[src/rtl/polar_to_cartesian_pipe.sv]
// Pipelined polar-to-cartesian converter: {index, r} in, signed x/y out on a
// valid/ready handshake. Fold, ROM read, multiply/round, sign/output stages.
module polar_to_cartesian_pipe #(
  parameter int R_WIDTH     = 8,
  parameter int THETA_WIDTH = 4,
  parameter int OUT_WIDTH   = 12,
  parameter int SIN_FRAC    = 8,
  parameter int ANGLE_BASE  = 15,
  parameter int ANGLE_STEP  = 30,
  parameter int IDX_FIRST   = 1
) (
  input  logic                           clock,
  input  logic                           reset_n,
  input  logic                           in_valid,
  output logic                           in_ready,
  input  logic [R_WIDTH+THETA_WIDTH-1:0] r_theta,
  output logic                           out_valid,
  input  logic                           out_ready,
  output logic [OUT_WIDTH-1:0]           x_value,
  output logic [OUT_WIDTH-1:0]           y_value,
  output logic                           angle_err
);

  localparam int MW   = R_WIDTH + SIN_FRAC + 1;
  localparam int TW   = SIN_FRAC + 1;
  localparam int HALF = 1 << (SIN_FRAC - 1);

  // Quarter-wave table round(sin(a deg) * 256); entries are at 8 fractional bits.
  function automatic logic [TW-1:0] sin_rom(input logic [6:0] a);
    logic [8:0] v;
    case (a)
      7'd0:  v = 9'd0;   7'd1:  v = 9'd4;   7'd2:  v = 9'd9;   7'd3:  v = 9'd13;  7'd4:  v = 9'd18;
      7'd5:  v = 9'd22;  7'd6:  v = 9'd27;  7'd7:  v = 9'd31;  7'd8:  v = 9'd36;  7'd9:  v = 9'd40;
      7'd10: v = 9'd44;  7'd11: v = 9'd49;  7'd12: v = 9'd53;  7'd13: v = 9'd58;  7'd14: v = 9'd62;
      7'd15: v = 9'd66;  7'd16: v = 9'd71;  7'd17: v = 9'd75;  7'd18: v = 9'd79;  7'd19: v = 9'd83;
      7'd20: v = 9'd88;  7'd21: v = 9'd92;  7'd22: v = 9'd96;  7'd23: v = 9'd100; 7'd24: v = 9'd104;
      7'd25: v = 9'd108; 7'd26: v = 9'd112; 7'd27: v = 9'd116; 7'd28: v = 9'd120; 7'd29: v = 9'd124;
      7'd30: v = 9'd128; 7'd31: v = 9'd132; 7'd32: v = 9'd136; 7'd33: v = 9'd139; 7'd34: v = 9'd143;
      7'd35: v = 9'd147; 7'd36: v = 9'd150; 7'd37: v = 9'd154; 7'd38: v = 9'd158; 7'd39: v = 9'd161;
      7'd40: v = 9'd165; 7'd41: v = 9'd168; 7'd42: v = 9'd171; 7'd43: v = 9'd175; 7'd44: v = 9'd178;
      7'd45: v = 9'd181; 7'd46: v = 9'd184; 7'd47: v = 9'd187; 7'd48: v = 9'd190; 7'd49: v = 9'd193;
      7'd50: v = 9'd196; 7'd51: v = 9'd199; 7'd52: v = 9'd202; 7'd53: v = 9'd204; 7'd54: v = 9'd207;
      7'd55: v = 9'd210; 7'd56: v = 9'd212; 7'd57: v = 9'd215; 7'd58: v = 9'd217; 7'd59: v = 9'd219;
      7'd60: v = 9'd222; 7'd61: v = 9'd224; 7'd62: v = 9'd226; 7'd63: v = 9'd228; 7'd64: v = 9'd230;
      7'd65: v = 9'd232; 7'd66: v = 9'd234; 7'd67: v = 9'd236; 7'd68: v = 9'd237; 7'd69: v = 9'd239;
      7'd70: v = 9'd241; 7'd71: v = 9'd242; 7'd72: v = 9'd243; 7'd73: v = 9'd245; 7'd74: v = 9'd246;
      7'd75: v = 9'd247; 7'd76: v = 9'd248; 7'd77: v = 9'd249; 7'd78: v = 9'd250; 7'd79: v = 9'd251;
      7'd80: v = 9'd252; 7'd81: v = 9'd253; 7'd82: v = 9'd254; 7'd83: v = 9'd254; 7'd84: v = 9'd255;
      7'd85: v = 9'd255; 7'd86: v = 9'd255; 7'd87: v = 9'd256; 7'd88: v = 9'd256; 7'd89: v = 9'd256;
      7'd90: v = 9'd256;
      default: v = 9'd0;
    endcase
    return TW'(v);
  endfunction

  // Rounded r*T >> SIN_FRAC; never exceeds r.
  function automatic logic [R_WIDTH:0] mag_calc(input logic [R_WIDTH-1:0] r, input logic [TW-1:0] t);
    logic [MW-1:0] p;
    p = MW'(r) * MW'(t) + MW'(HALF);
    return (R_WIDTH+1)'(p >> SIN_FRAC);
  endfunction

  logic                   en_s;
  logic [R_WIDTH-1:0]     r_in_s;
  logic [THETA_WIDTH-1:0] idx_s;
  logic signed [31:0]     deg_s;
  logic                   err_s, xneg_s;
  logic [6:0]             cos_a_s, sin_a_s;

  logic                   s1_valid_r, s1_xneg_r, s1_err_r;
  logic [R_WIDTH-1:0]     s1_r_r;
  logic [6:0]             s1_cos_a_r, s1_sin_a_r;
  logic                   s2_valid_r, s2_xneg_r, s2_err_r;
  logic [R_WIDTH-1:0]     s2_r_r;
  logic [TW-1:0]          s2_cos_t_r, s2_sin_t_r;
  logic                   s3_valid_r, s3_xneg_r, s3_err_r;
  logic [R_WIDTH:0]       s3_xmag_r, s3_ymag_r;
  logic                   out_valid_r, angle_err_r;
  logic [OUT_WIDTH-1:0]   x_r, y_r, x_ext_s, x_next_s, y_next_s;

  assign en_s      = ~out_valid_r | out_ready;
  assign in_ready  = en_s;
  assign out_valid = out_valid_r;
  assign x_value   = x_r;
  assign y_value   = y_r;
  assign angle_err = angle_err_r;
  assign r_in_s    = r_theta[R_WIDTH-1:0];
  assign idx_s     = r_theta[R_WIDTH+THETA_WIDTH-1:R_WIDTH];

  // Angle from index, range check, and fold onto the 0..90 quarter wave.
  always_comb begin
    deg_s   = 32'(ANGLE_BASE) + 32'(ANGLE_STEP) * (32'(idx_s) - 32'(IDX_FIRST));
    err_s   = (32'(idx_s) < 32'(IDX_FIRST)) || (deg_s > 32'sd180) || (deg_s < 32'sd0);
    cos_a_s = 7'd0;
    sin_a_s = 7'd0;
    xneg_s  = 1'b0;
    if (err_s) begin
      cos_a_s = 7'd0;
      sin_a_s = 7'd0;
    end else if (deg_s <= 32'sd90) begin
      cos_a_s = 7'(32'sd90 - deg_s);
      sin_a_s = 7'(deg_s);
    end else begin
      cos_a_s = 7'(deg_s - 32'sd90);
      sin_a_s = 7'(32'sd180 - deg_s);
      xneg_s  = 1'b1;
    end
  end

  // Stage 1: fold results.
  always_ff @(posedge clock or negedge reset_n) begin
    if (!reset_n) begin
      s1_valid_r <= 1'b0; s1_xneg_r <= 1'b0; s1_err_r <= 1'b0;
      s1_r_r <= {R_WIDTH{1'b0}}; s1_cos_a_r <= 7'd0; s1_sin_a_r <= 7'd0;
    end else if (en_s) begin
      s1_valid_r <= in_valid; s1_xneg_r <= xneg_s; s1_err_r <= err_s;
      s1_r_r <= r_in_s; s1_cos_a_r <= cos_a_s; s1_sin_a_r <= sin_a_s;
    end
  end

  // Stage 2: registered ROM reads for the cos and sin paths.
  always_ff @(posedge clock or negedge reset_n) begin
    if (!reset_n) begin
      s2_valid_r <= 1'b0; s2_xneg_r <= 1'b0; s2_err_r <= 1'b0;
      s2_r_r <= {R_WIDTH{1'b0}}; s2_cos_t_r <= {TW{1'b0}}; s2_sin_t_r <= {TW{1'b0}};
    end else if (en_s) begin
      s2_valid_r <= s1_valid_r; s2_xneg_r <= s1_xneg_r; s2_err_r <= s1_err_r;
      s2_r_r <= s1_r_r; s2_cos_t_r <= sin_rom(s1_cos_a_r); s2_sin_t_r <= sin_rom(s1_sin_a_r);
    end
  end

  // Stage 3: multiply and round both magnitudes.
  always_ff @(posedge clock or negedge reset_n) begin
    if (!reset_n) begin
      s3_valid_r <= 1'b0; s3_xneg_r <= 1'b0; s3_err_r <= 1'b0;
      s3_xmag_r <= {(R_WIDTH+1){1'b0}}; s3_ymag_r <= {(R_WIDTH+1){1'b0}};
    end else if (en_s) begin
      s3_valid_r <= s2_valid_r; s3_xneg_r <= s2_xneg_r; s3_err_r <= s2_err_r;
      s3_xmag_r <= mag_calc(s2_r_r, s2_cos_t_r); s3_ymag_r <= mag_calc(s2_r_r, s2_sin_t_r);
    end
  end

  // Sign the x magnitude after rounding so results mirror exactly about 90 deg.
  always_comb begin
    x_ext_s  = OUT_WIDTH'(s3_xmag_r);
    x_next_s = x_ext_s;
    y_next_s = OUT_WIDTH'(s3_ymag_r);
    if (s3_err_r || !s3_valid_r) begin
      x_next_s = {OUT_WIDTH{1'b0}};
      y_next_s = {OUT_WIDTH{1'b0}};
    end else if (s3_xneg_r) begin
      x_next_s = {OUT_WIDTH{1'b0}} - x_ext_s;
    end else begin
      x_next_s = x_ext_s;
    end
  end

  // Output register; holds while the consumer stalls.
  always_ff @(posedge clock or negedge reset_n) begin
    if (!reset_n) begin
      out_valid_r <= 1'b0; angle_err_r <= 1'b0;
      x_r <= {OUT_WIDTH{1'b0}}; y_r <= {OUT_WIDTH{1'b0}};
    end else if (en_s) begin
      out_valid_r <= s3_valid_r; angle_err_r <= s3_valid_r & s3_err_r;
      x_r <= x_next_s; y_r <= y_next_s;
    end
  end

endmodule

[config.mk]
export PLATFORM = sky130hd
export DESIGN_NAME = polar_to_cartesian_pipe
export DESIGN_NICKNAME = d
export VERILOG_FILES = /design/src/rtl/polar_to_cartesian_pipe.sv
export SDC_FILE = /design/constraint.sdc
export NUM_CORES = 1
export LEC_CHECK = 0
export BUFFER_PORTS_ARGS = -buffer_cell sky130_fd_sc_hd__buf_4
export CORE_MARGIN = 8
export CORE_UTILIZATION = 59
export CTS_BUF_LIST = sky130_fd_sc_hd__clkbuf_8
export DETAILED_ROUTE_END_ITERATION = 7
export PLACE_DENSITY = 0.82
export SYNTH_ARGS = -nofsm -noshare
export SYNTH_HDL_FRONTEND = slang
export SYNTH_SLANG_ARGS = --single-unit
[constraint.sdc]
create_clock -name clock -period 4.5 [get_ports clock]
set_clock_uncertainty 0.05 [all_clocks]
set_input_delay 0.675 -clock clock [delete_from_list [all_inputs] [get_ports clock]]
set_output_delay 0.675 -clock clock [all_outputs]
set_load 0.01 [all_outputs]
Word level (Yosys, flattened, before mapping) --
Memory sizes are Yosys's and may differ from the RTL's. A register that Yosys moved wholly into a read port is not among the register bits. Index checks and enable logic that the tools add are counted.
Word-level totals: bits in registers 83, memory bits (read-only) 2304, bits of input ports 16, output and inout bits 27, logic and storage cells 54, memories 2
Memory list:
- (no name shown) | depth 128, width 9, read ports 1, clocked after memory_dff 1, wr ports 0, RTL line 31 | case (a)
- (no name shown) | depth 128, width 9, read ports 1, clocked after memory_dff 1, wr ports 0, RTL line 31
Operators by class: add/subtract/negate cells 8, multiply operators 3, magnitude comparators 4, muxes and demuxes 9, bitwise operators 3, reduce and logical (&&, ||, !) cells 6
Operators with widths (number):
- $add A17 B8 Y17 const B | 2
- $mul A8 B9 Y17 | 2
- $add A4 B32 Y32 const A | 1
- $gt A32 B9 Y1 const B | 1
- $le A32 B8 Y1 const B | 1
- $lt A32 B1 Y1 const B | 1
- $mul A4 B32 Y31 const A | 1
- $mux W7 | 4
- $mux W12 | 2
- $sub A7 B7 Y7 const A | 2
- $sub A1 B9 Y10 const A | 1
- $mux W9 | 1
- $sub A7 B7 Y7 const B | 1
- $sub A4 B1 Y5 const B | 1
- $lt A4 B1 Y1 const B | 1
- $logic_not A1 Y1 | 3
- $logic_or A1 B1 Y1 | 3
- $mux W1 | 2
- $and A1 B1 Y1 | 1
- $not A1 Y1 | 1
- $or A1 B1 Y1 | 1

Depth between registers and ports, before layout --
word-level depth 7, mapped depth 27, mapped depth without buffers 23

Worst setup path after synthesis --
Ideal clock, no wire load.
path kind input port to flip-flop, start point input r_theta[8], end point register s1_sin_a_r[5], library setup time 69 ps, data arrival time 6485 ps, data required time 4381 ps, setup slack -2104 ps, cell stages on the path 23, path buffers 3, cell sequence buf_2 inv_1 ha_1 clkbuf_1 xor2_1 ha_1 xor2_1 fa_1 inv_1 ha_1 nor2_1 o21ba_2 or4b_1 buf_2 or3_1 ha_1 or4_1 nor4b_1 nand4_1 o31a_1 or2_4 or4_1 nand3_1
On the way: longest elaborated chain between the ends 7, elaborated cells on any way between the ends 12, those cells by class 3 x add/sub; 1 x mul; 4 x order compare; 2 x mux; 2 x reduce/logical
RTL lines:
- start: declaration | RTL line 16 | input logic [R_WIDTH+THETA_WIDTH-1:0] r_theta,
- $sub A4 B1 Y5 | RTL line 92 | deg_s = 32'(ANGLE_BASE) + 32'(ANGLE_STEP) * (32'(idx_s) - 32'(IDX_FIRST));
- $mul A4 B32 Y31 | RTL line 92
- $add A4 B32 Y32 | RTL line 92
- $gt A32 B9 Y1 | RTL line 93 | err_s = (32'(idx_s) < 32'(IDX_FIRST)) || (deg_s > 32'sd180) || (deg_s < 32'sd0);
- $logic_or A1 B1 Y1 (2 in series) | RTL line 93
- $mux W7 * | RTL line 97 | if (err_s) begin
- end signal: assignment | RTL line 117 | s1_r_r <= r_in_s; s1_cos_a_r <= cos_a_s; s1_sin_a_r <= sin_a_s;
- end: declaration | RTL line 72 | logic [6:0] s1_cos_a_r, s1_sin_a_r;
Every way passes the cells marked *; elsewhere a longest branch is shown, timed or not. A chain may end at the register's enable or synchronous reset.

Final worst setup path --
start point input r_theta[9], end point register s1_sin_a_r[4]
The elaborated chain is that of the path after synthesis.

==> results by group <==
Critical path
  – Worst path arrival time: around 6.0 ns
  – Register-to-register setup slack: -0.23 ns
  – Reg-to-Reg End: s3_xmag_r[4]
  – Slowest stage cell on the critical path: sky130_fd_sc_hd__or4_4
  – CP Max Fanout: 3
  – Cells along the critical path: buf_8, inv_6, ha_4, xor2_4, ha_4, inv_2, fa_1, buf_4, fa_2, nand2b_1, o2bb2ai_2, xnor2_2, nand3_2, or3_1, ha_1, or4_4, nor4b_4, nand4_1, o31a_1, or2_4, or4_4, o211ai_1
  – R2R Path Start: s2_r_r[7]
  – Startpoint class of the critical path: input pin
  – Critical Path Sink Type: flop
  – Critical path required time: roughly 4.8 ns
  – Start point of the critical path: r_theta[9]
  – Start-to-end type of the worst setup path: in -> reg
  – Critical path's largest stage delay: ~0.54 ns
  – Length in cells of the worst reg-to-reg path: 16
  – CP Capture Point: s1_sin_a_r[4]

Global routing
  – Maximum number of pins on one net before global-route repair: between 60 and 70
  – Tot GR Track Use: 23.64%
  – Global-route wire length before repair: around 44 mm
  – Number of antenna violations at the first check in global routing: 0
  – Leftover overflow at the end of global routing: 0
  – Vias in the first global route: 9195

Yosys
  – Combinational family with the most area after synthesis: adder cells
  – Top area cells in the synthesized netlist: sky130_fd_sc_hd__dfrtp_1 (22%), sky130_fd_sc_hd__fa_1 (16%), sky130_fd_sc_hd__ha_1 (12%), sky130_fd_sc_hd__nand2_1 (6.7%), sky130_fd_sc_hd__and2_1 (5.2%)
  – Post-Syn Area: 10560 µm²
  – Post-synthesis sequential area ratio: ~22%
  – Fraction of registers with async set or reset after synthesis: 100.0%
  – Number of standard cells after synthesis: approximately 1.3k
  – Post-synthesis register bit count: between 90 and 100
  – Number of enable-type register cells in the synthesized netlist: 0
  – Post-synth top cells: sky130_fd_sc_hd__nand2_1 (189), sky130_fd_sc_hd__inv_1 (131), sky130_fd_sc_hd__ha_1 (105)
  – Area fraction in compound gates after synthesis: between 10% and 20%
  – Predominant post-synthesis flop cell: sky130_fd_sc_hd__dfrtp_1
  – Library cell with the largest summed area after synthesis: sky130_fd_sc_hd__dfrtp_1
  – Multiplexer fraction of the synthesized cell area: 0.9949%
  – Yosys warning count: 0
  – Post-Synthesis Mean Instance Area: just over 8 µm²
  – Post-synthesis simple-gate area fraction: 20.62%
  – Number of unique standard cell types used by synthesis: 66
  – Most numerous cell in the Yosys netlist: sky130_fd_sc_hd__nand2_1
  – Adder-Cell Fraction of Synth Area: between 20% and 30%
  – Area share of the leading cell type in the synthesized netlist: roughly 22%
  – Xor/xnor share of the synthesized area: 4.394%

Floorplanning
  – Total number of placement rows: between 40 and 50
  – Vertical die dimension: roughly 150 µm
  – Count of pins on the block boundary: 43
  – Die ar.: ~22000 µm²
  – Initial standard-cell utilization of the core: between 50 and 60%
  – Width of the die: between 100 and 150 µm
  – Area of the core region: approximately 18000 µm²

Clock tree
  – TritonCTS buffer count: 9
  – TritonCTS clock tree: built
  – Clock Latency Late Sink: roughly 0.4 ns
  – CTS max path bufs: 2
  – Clock slew at reported path FFs: about 0.10 ns
  – # clock sinks: 94
  – Clock Root Buffer: sky130_fd_sc_hd__clkbuf_8
  – CTS HTree Levels: 3
  – Hold-fix buffer count after cts: 0

Timing
  – Final setup slack of the worst path: -1.255 ns
  – Worst slew slack as a fraction of its limit: about a fifth
  – Setup Total Neg Slack: -15.63 ns
  – Max Slew Vio Count: 0
  – Slew of the pin with the lowest slew margin: 1.209 ns
  – Final Hold Viols: 0
  – Hold Worst Slack: roughly 0.32 ns
  – Achievable clock frequency: 173.8 MHz
  – Count of final setup violators: 21
  – Tmin final: about 5.8 ns
  – Setup repair after global routing missed its margin: true
  – Final period utilization: 127.9%

Placed design
  – Quantity of I/O buffers inserted on ports: 39
  – Last weighted congestion value of the routability-driven placer: between 0.9 and 1
  – Number of cells in the design after placement: about 1.6k
  – Detailed placement HPWL: roughly 19 mm

Finish
  – Final cell count without fillers: between 1.5k and 2k
  – Multi-input combinational cell area: ~8000 µm²
  – Number of filler cells placed in the layout: 1348
  – Layout cells sized above 1: 19.49%
  – # diodes: 0
  – Area growth, synth to finish: 18.84%
  – Number of nets at the end of the flow: ~1.6k
  – Sequential cell area in the final layout: between 2000 and 2500 µm²

Status
  – Run status: finished, violations left
  – Violations in the final reports: negative setup slack

Flow run
  – Count of maximum capacitance violations: 0

Routing
  – Number of nets with antenna violations after routing: 0
  – Total wire length: about 26 mm
  – Routed length per instance: between 15 and 20 µm
  – Drt pass-1 iters: 6
  – Routed via count: between 9k and 10k
  – Remaining routing DRC violations: 0
  – Vias per inst: slightly below 6
  – DRC violation total after the first TritonRoute iteration: 878

Worst hold path
  – Hold/Removal Path Class: in -> async
## worst max-delay path, delay by kind of cell
| family | cells | cell delay, ns |
|---|---|---|
| xor gates and xnor gates | 2 | 0.44 |
| adders and majority gates | 5 | 1.56 |
| and+or+nand+nor | 8 | 2.40 |
| AOI/OAI and AO/OA | 3 | 0.60 |
| buffers and inverters | 4 | 0.31 |
## worst min-delay path by stage
stage / start / endpoint / cells after the start
floorplan: reset_n / angle_err / 0
global placement: s2_valid_r / s2_valid_r / 2
detailed placement: s2_err_r / s2_err_r / 2
CTS: reset_n / s2_xneg_r / 1
global route: reset_n / x_value[5] / 1
finish: reset_n / x_value[5] / 1
## repair_timing
item / in CTS / in global routing
pin swaps: 30 / 19
setup buffers: 11 / 4
hold endpoints to repair: 0 / 0
gates resized for setup: 46 / 46
setup endpoints to repair: 26 / 27
## through the flow
step | setup slack, ns | area (µm²) | utilization (%)
floorplan | -1.547 | 10720 | -
global placement | -1.668 | 11840 | 66.59
global route | -1.361 | 12550 | 70.61
detailed placement | -1.844 | 11840 | 66.59
finish | -1.255 | 12550 | 70.61
CTS | -1.089 | 12290 | 69.13
## registers in the layout (all words and copies together) (netlist names), 5 cells and up
name        flops
s2_r_r          8
s3_ymag_r       9
s1_sin_a_r      5
s2_cos_t_r      9
y_value         9
x_value        10
s3_xmag_r       9
s1_r_r          8
s1_cos_a_r      7
s2_sin_t_r      9
## per-layer routing
metal / share of wire [%] / global-route usage, % / vias up
met5: 0 / 0 / -
met4: 2.5 / 7.646 / 0
met3: 5.2 / 2.842 / 54
met2: 49 / 39.21 / 284
met1: 43 / 31.67 / 4569
li1: - / - / 4420
## cells in the final DEF (no fill, tap or decap), drive strengths merged, types with 3 or more instances in the layout
| master | Yosys | final |
|---|---|---|
| nand2 | 189 | 189 |
| buf | 15 | 173 |
| inv | 132 | 136 |
| ha | 105 | 105 |
| dfrtp | 94 | 94 |
| and2 | 88 | 88 |
| nor2 | 87 | 87 |
| fa | 85 | 85 |
| a21oi | 75 | 75 |
| o21ai | 59 | 59 |
| xnor2 | 32 | 32 |
| xor2 | 21 | 21 |
| a22o | 19 | 19 |
| nor3 | 18 | 18 |
| nand3 | 15 | 15 |
| o211ai | 12 | 12 |
| nor2b | 12 | 12 |
| a31oi | 12 | 12 |
| nand2b | 11 | 11 |
| clkbuf | 65 | 9 |
| o22ai | 9 | 9 |
| and3 | 8 | 8 |
| o21a | 8 | 8 |
| a211oi | 8 | 8 |
| or3 | 8 | 8 |
| o221ai | 7 | 7 |
| o31ai | 7 | 7 |
| mux2i | 6 | 6 |
| or2 | 6 | 6 |
| a21o | 5 | 5 |
| clkinv | 3 | 5 |
| a211o | 4 | 4 |
| o21bai | 4 | 4 |
| or4 | 4 | 4 |
| nor3b | 4 | 4 |
| a22oi | 3 | 3 |
| a221oi | 3 | 3 |
| a311oi | 3 | 3 |
| nand4 | 3 | 3 |
| conb | 1 | 3 |
## cell families (layout without fill, tap and decap cells)
family,Yosys count,after routing
other,1,3
multiplexers,8,8
AND/OR/NAND/NOR,460,460
XOR/XNOR,53,53
adder cells (fa/ha/maj),190,190
buffers and inverters,215,324
AO/OA/AOI/OAI,253,253
flip-flops,94,94
## final cells by class
class / instances / share of cell area (%)
clock buffers: 9 / 0.9867
clock inverters: 7 / 0.5182
inverters: 135 / 4.136
multi-input cells: 967 / 62.54
flip-flops and latches: 94 / 18.78
well taps: 229 / 2.282
repair buffers: 173 / 10.76
Power is left out: the tool's default activity adds up to more than one toggle a clock period on the data nets, which glitch-free logic cannot reach.
